[src/rtl/matrix_pkg.sv]
// Shared types and constants for the matrix operand sequencer.
// Word/matrix sizes, FSM encoding and a few FP32 literals.
package matrix_pkg;

  localparam int WORD_W = 32;
  localparam int DIM    = 4;
  localparam int N_ELEM = DIM * DIM;

  typedef logic [WORD_W-1:0] word_t;
  typedef word_t [N_ELEM-1:0] mat_t;
  typedef word_t [DIM-1:0]    vec_t;

  typedef enum logic [2:0] {
    IDLE,
    ISSUE,
    WAIT,
    CAPTURE,
    DONE
  } state_t;

  localparam word_t FP_ONE     = 32'h3F800000;
  localparam word_t FP_TWO     = 32'h40000000;
  localparam word_t FP_SIXTEEN = 32'h41800000;

  // Row-major flat index of element (r, c).
  function automatic logic [3:0] mat_idx(
    input logic [1:0] r,
    input logic [1:0] c
  );
    return {r, c};
  endfunction

endpackage

[src/rtl/mat_store.sv]
// 16x32 register array: async clear, one write port, all words
// exposed as combinational read taps (q).
module mat_store
  import matrix_pkg::*;
(
  input  logic       clk,
  input  logic       rst_n,
  input  logic       we,
  input  logic [3:0] waddr,
  input  word_t      wdata,
  output mat_t       q
);

  always_ff @(posedge clk or negedge rst_n) begin
    if (!rst_n) begin
      q <= '0;
    end else if (we) begin
      q[waddr] <= wdata;
    end
  end

endmodule

[src/rtl/matrix_seq.sv]
// Operand sequencer / result buffer for a 4-wide FP32 dot stage.
// Loads A/B word-wise, walks the 16 C elements, reads C back.
module matrix_seq
  import matrix_pkg::*;
#(
  parameter int DP_LATENCY = 8
) (
  input  logic              clk,
  input  logic              rst_n,
  input  logic              load_valid,
  input  logic              load_sel,
  input  logic [3:0]        load_addr,
  input  logic [WORD_W-1:0] load_data,
  input  logic              start,
  output logic              busy,
  output logic              done,
  output logic [WORD_W-1:0] arr1_0,
  output logic [WORD_W-1:0] arr1_1,
  output logic [WORD_W-1:0] arr1_2,
  output logic [WORD_W-1:0] arr1_3,
  output logic [WORD_W-1:0] arr2_0,
  output logic [WORD_W-1:0] arr2_1,
  output logic [WORD_W-1:0] arr2_2,
  output logic [WORD_W-1:0] arr2_3,
  input  logic [WORD_W-1:0] dp_result,
  input  logic [3:0]        rd_addr,
  output logic [WORD_W-1:0] rd_data
);

  localparam logic [7:0] WAIT_INIT = 8'(DP_LATENCY - 1);

  state_t     state;
  state_t     state_nxt;
  logic [3:0] k;
  logic [7:0] wcnt;
  vec_t       arr1_q;
  vec_t       arr2_q;

  logic       ld_ok;
  logic       issue;
  logic       cap;
  logic       a_we;
  logic       b_we;

  mat_t       a_q;
  mat_t       b_q;
  mat_t       c_q;

  assign a_we = load_valid & ld_ok & ~load_sel;
  assign b_we = load_valid & ld_ok &  load_sel;

  mat_store u_a (
    .clk   (clk),
    .rst_n (rst_n),
    .we    (a_we),
    .waddr (load_addr),
    .wdata (load_data),
    .q     (a_q)
  );

  mat_store u_b (
    .clk   (clk),
    .rst_n (rst_n),
    .we    (b_we),
    .waddr (load_addr),
    .wdata (load_data),
    .q     (b_q)
  );

  mat_store u_c (
    .clk   (clk),
    .rst_n (rst_n),
    .we    (cap),
    .waddr (k),
    .wdata (dp_result),
    .q     (c_q)
  );

  always_ff @(posedge clk or negedge rst_n) begin
    if (!rst_n) begin
      state <= IDLE;
    end else begin
      state <= state_nxt;
    end
  end

  always_comb begin
    state_nxt = state;
    busy      = 1'b0;
    done      = 1'b0;
    ld_ok     = 1'b0;
    issue     = 1'b0;
    cap       = 1'b0;
    unique case (state)
      IDLE: begin
        ld_ok = 1'b1;
        if (start) state_nxt = ISSUE;
      end
      ISSUE: begin
        busy      = 1'b1;
        issue     = 1'b1;
        state_nxt = WAIT;
      end
      WAIT: begin
        busy = 1'b1;
        if (wcnt == 8'd0) state_nxt = CAPTURE;
      end
      CAPTURE: begin
        busy      = 1'b1;
        cap       = 1'b1;
        state_nxt = (k == 4'd15) ? DONE : ISSUE;
      end
      DONE: begin
        done      = 1'b1;
        state_nxt = IDLE;
      end
      default: state_nxt = IDLE;
    endcase
  end

  // Operands are registered on the edge leaving ISSUE, so a word
  // written in the start cycle is already in the store here.
  always_ff @(posedge clk or negedge rst_n) begin
    if (!rst_n) begin
      k       <= '0;
      wcnt    <= '0;
      arr1_q  <= '0;
      arr2_q  <= '0;
      rd_data <= '0;
    end else begin
      rd_data <= c_q[rd_addr];
      if (issue) begin
        wcnt <= WAIT_INIT;
        for (int n = 0; n < DIM; n++) begin
          arr1_q[n] <= a_q[mat_idx(k[3:2], 2'(n))];
          arr2_q[n] <= b_q[mat_idx(2'(n), k[1:0])];
        end
      end else if (state == WAIT && wcnt != 8'd0) begin
        wcnt <= wcnt - 8'd1;
      end
      if (cap && k != 4'd15) begin
        k <= k + 4'd1;
      end
      if (state == DONE || (state == IDLE && start)) begin
        k <= '0;
      end
    end
  end

  assign arr1_0 = arr1_q[0];
  assign arr1_1 = arr1_q[1];
  assign arr1_2 = arr1_q[2];
  assign arr1_3 = arr1_q[3];
  assign arr2_0 = arr2_q[0];
  assign arr2_1 = arr2_q[1];
  assign arr2_2 = arr2_q[2];
  assign arr2_3 = arr2_q[3];

endmodule

[config.mk]
export PLATFORM = sky130hd
export DESIGN_NAME = matrix_seq
export DESIGN_NICKNAME = d
export VERILOG_FILES = /design/src/rtl/matrix_pkg.sv /design/src/rtl/mat_store.sv /design/src/rtl/matrix_seq.sv
export SDC_FILE = /design/constraint.sdc
export NUM_CORES = 2
export LEC_CHECK = 0
export CORE_AREA = 2 2 593 447
export CTS_BUF_LIST = sky130_fd_sc_hd__clkbuf_16
export CTS_CLUSTER_SIZE = 25
export DETAILED_ROUTE_END_ITERATION = 12
export DIE_AREA = 0 0 595 449
export HOLD_SLACK_MARGIN = 0.02
export PLACE_DENSITY = 0.54
export SETUP_SLACK_MARGIN = 0.02
export SYNTH_ARGS = -nofsm -noshare
export SYNTH_HDL_FRONTEND = slang
export SYNTH_SLANG_ARGS = --single-unit
[constraint.sdc]
create_clock -name clk -period 3.1 [get_ports clk]
set_input_delay 0.93 -clock clk [delete_from_list [all_inputs] [get_ports clk]]
set_output_delay 0.93 -clock clk [all_outputs]
set_load 0.03 [all_outputs]
==> metrics.md <==
| Metric | Value |
|---|---|
| Count of pins over their slew limit | 0 |
| Yosys reg bits | 1839 |
| Number of synthesized flops with an enable pin | 0 |
| Period minus WS final | 2.98 ns |
| Async SR Flop Fraction | 100% |
| Vias per std cell | 4.84 |
| Total global-route track usage | 16.0% |
| Pwr Density | 877 mW/mm² |
| Fin area | 0.0940 mm² |
| Top cell type's share of synthesized area | 58.9% |
| Max Freq | 335 MHz |
| Most frequent cells in the layout | dfrtp_1 (1835), mux2_2 (1518), nand2_1 (813) |
| Total CTS buffers | 198 |
| Final worst-path setup slack | 0.118 ns |
| Via Count | 44592 |
| Commonest non-fill, non-tap cell in the layout | dfrtp_1 |
| Critical path origin | arr1_1[29]$_DFFE_PN0P_ |
| Drt pass-1 iters | 5 |
| Unique masters post-synth | 37 |
| Top area cells in the synthesized netlist | dfrtp_1 (59%), mux2_2 (22%), mux4_2 (11%), nand2_1 (4.0%), clkbuf_1 (1.4%) |
| H-tree levels | 4 |
| Wirelength, routed | 214000 µm |
| Initial core utilization | 29.8% |
| Die Ht | 449 µm |
| Crit path cell chain | clkdlybuf4s50_1 |
| Clock power share | 27.9% |
| Critical Path Max Stage Delay | 0.74 ns |
| Syn avg cell area | 15.0 µm² |
| Crit Path Max Fanout | 2 |
| Post-DP Area | 0.0878 mm² |
| Worst Setup EP | arr1_1[29] |
| WP depth | 1 |
| DRT iter0 DRCs | 2334 |
| Syn Inst Count | 5212 |
| Grt ovf | 0 |
| Top routing layer in use | met5 |
| Root Driver | clkbuf_16 |
| CTS Buffer Depth | 4 |
| Hold Fails Final Rpt | 0 |
| # DRC | 0 |
| YS warnings | 0 |
| Worst R2R Start | state[2]$_DFFE_PN0P_ |
| CP Launch Type | flip-flop |
| ANT nets after route | 0 |
| Switching pwr | 26300 µW |
| Synthesized net count | 5295 |
| Pint | 56100 µW |
| Setup violations, final | 0 |
| Max_cap viols | 0 |
| Die Width | 595 µm |
| Cells after DPL | 8853 |
| Kind of critical path | flip-flop to output port |
| WP data required | 2.17 ns |
| Mapped Area | 0.0781 mm² |
| Hold path depth | 2 |
| Slowest cell on crit path | clkdlybuf4s50_1 |
| Vias in the first global route | 48161 |
| Sequential share of power | 42.4% |
| Nature of the critical path endpoint | output port |
| Buffers & Inverters on Critical Path | 1 |
| Die Footprint | 0.267 mm² |
| Clock Pin Slew Worst Setup and Hold Paths | 0.06 ns |
| Non-filler cells, final | 9212 |
| Met3 WL | 6990 µm |
| Hold wc startpoint | arr2_1[5]$_DFFE_PN0P_ |
| Pre-CTS WS | -0.155 ns |
| Wl on met1 | 101000 µm |
| FF-to-FF path depth | 8 |
| Post-synth top flop | dfrtp_1 |
| # clock sinks | 1839 |
| Rel. slew slack | 42.5% |
| WL per Instance | 23.3 µm |
| Fraction of layout cells with a size suffix above 1 | 43.2% |
| Met2 routed WL | 101000 µm |
| Yosys top cell by area | dfrtp_1 |
| Logic pwr share | 29.7% |
| Hold Path Class | flip-flop to flip-flop |
| I/O pin count | 367 |
| Max VDD drop | 611 µV |
| Critical path's top delay family | buffers and inverters |
| Layout Skew | 0.0952 ns |
| CTS tree | built |
| Leakage | 0.0438 µW |
| Total power | 82400 µW |
| Sequential share of the synthesized area | 58.9% |
| Num rows | 163 |
| HPWL after DPL | 134000 µm |
| Core Box Area | 0.262 mm² |
| Area Overhead vs Synth | 20.3% |
| RR Endpoint | u_a.q[399]$_DFFE_PN0P_ |
| RSZ-0062 raised after global routing | false |
| Slew at the pin closest to its max-slew limit | 0.862 ns |
| Outcome | finished, final reports clean |
| Largest net degree at the start of global routing | 120 |
| Period Utilization, post-route | 96.2% |
| IO Port Bufs | 366 |
| Initial antenna violation count | 10 |
| Worst EP arrival | 2.05 ns |
| Clk_lat worst skew | 0.87 ns |
| Post-CTS Setup Bufs | 0 |
| First-pass GRT wire length | 325000 µm |
| GPL Wtd Cong | 0.731 |
| Nets@finish | 5672 |
| Switching Fraction | 31.9% |
| Setup slack, reg-to-reg | 0.45 ns |
| Final Util | 35.9% |
metrics by stage:
step	hold slack (ns)	setup TNS (ns)
final	0.472	0
after global routing	0.490	0
after CTS	0.477	0
after detailed placement	0.461	-32.73
after global placement	0.460	-60.65
after floorplan	0.446	0
kinds of logic after synthesis:
group	after synthesis	share of synthesized area, %
flip-flops	1839	58.9
buffers and inverters	446	2.29
XOR/XNOR	2	0.0224
AO/OA/AOI/OAI	78	0.715
adder cells (fa/ha/maj)	6	0.0961
AND/OR/NAND/NOR	916	4.65
multiplexers	1925	33.3
power by group through the flow:
| stage | Sequential, µW | Clock, µW | Combinational [µW] |
|---|---|---|---|
| after floorplan | 37500 | 0 | 12400 |
| after global placement | 35100 | 0 | 24600 |
| after detailed placement | 35400 | 0 | 25000 |
| after CTS | 35000 | 23700 | 25000 |
| after global routing | 35800 | 24700 | 26300 |
| final | 34900 | 23000 | 24500 |
state kept, by name (all words and copies together) (netlist names), 4 cells and up:
name	count
u_a.q	512
u_b.q	512
u_c.q	512
arr1_0	32
arr1_1	32
arr1_2	32
arr1_3	32
arr2_0	32
arr2_1	32
arr2_2	32
arr2_3	32
rd_data	32
wcnt	8
k	4
cells in the mapped netlist (all sizes together), types with 11 or more instances:
library cell / n
nand3: 11
buf: 157
a22oi: 64
dfrtp: 1839
nor3: 13
mux2: 1536
mux4: 384
nand2: 822
nor2: 39
clkbuf: 283
cell type report:
class	instances	area [µm²]
Clock inverter	155	1130
Fill cell	24977	168000
Inverter	6	22.5
Antenna cell	2	5.00
Tap cell	3465	4340
Multi-Input combinational cell	2927	30500
Clock buffer	201	5030
Sequential cell	1839	46000
Timing Repair Buffer	617	6850
layer usage:
| metal | GRT usage [%] | up-vias |
|---|---|---|
| li1 | - | 19392 |
| met1 | 22.4 | 24276 |
| met2 | 25.9 | 634 |
| met3 | 2.43 | 288 |
| met4 | 4.30 | 2 |
| met5 | 0 | - |
what timing repair did:
| action | in CTS | in global routing |
|---|---|---|
| pin swaps | 0 | 0 |
| gates cloned | 0 | 0 |
| setup endpoints to repair | 4 | 1 |
| hold buffers | 1 | 0 |
| endpoints found under the hold margin | 11 | 0 |
| gates resized for setup | 4 | 2 |
how the worst min path moves through the flow:
stage | slack, ns | end
floorplan | 0.45 | wcnt[4]$_DFFE_PN0P_
global placement | 0.46 | arr1_0[27]$_DFFE_PN0P_
detailed placement | 0.46 | arr2_3[8]$_DFFE_PN0P_
CTS | 0.48 | arr1_0[23]$_DFFE_PN0P_
global route | 0.49 | arr1_2[23]$_DFFE_PN0P_
finish | 0.47 | arr2_1[5]$_DFFE_PN0P_
Note: power is estimated with default switching activity, not from simulation.
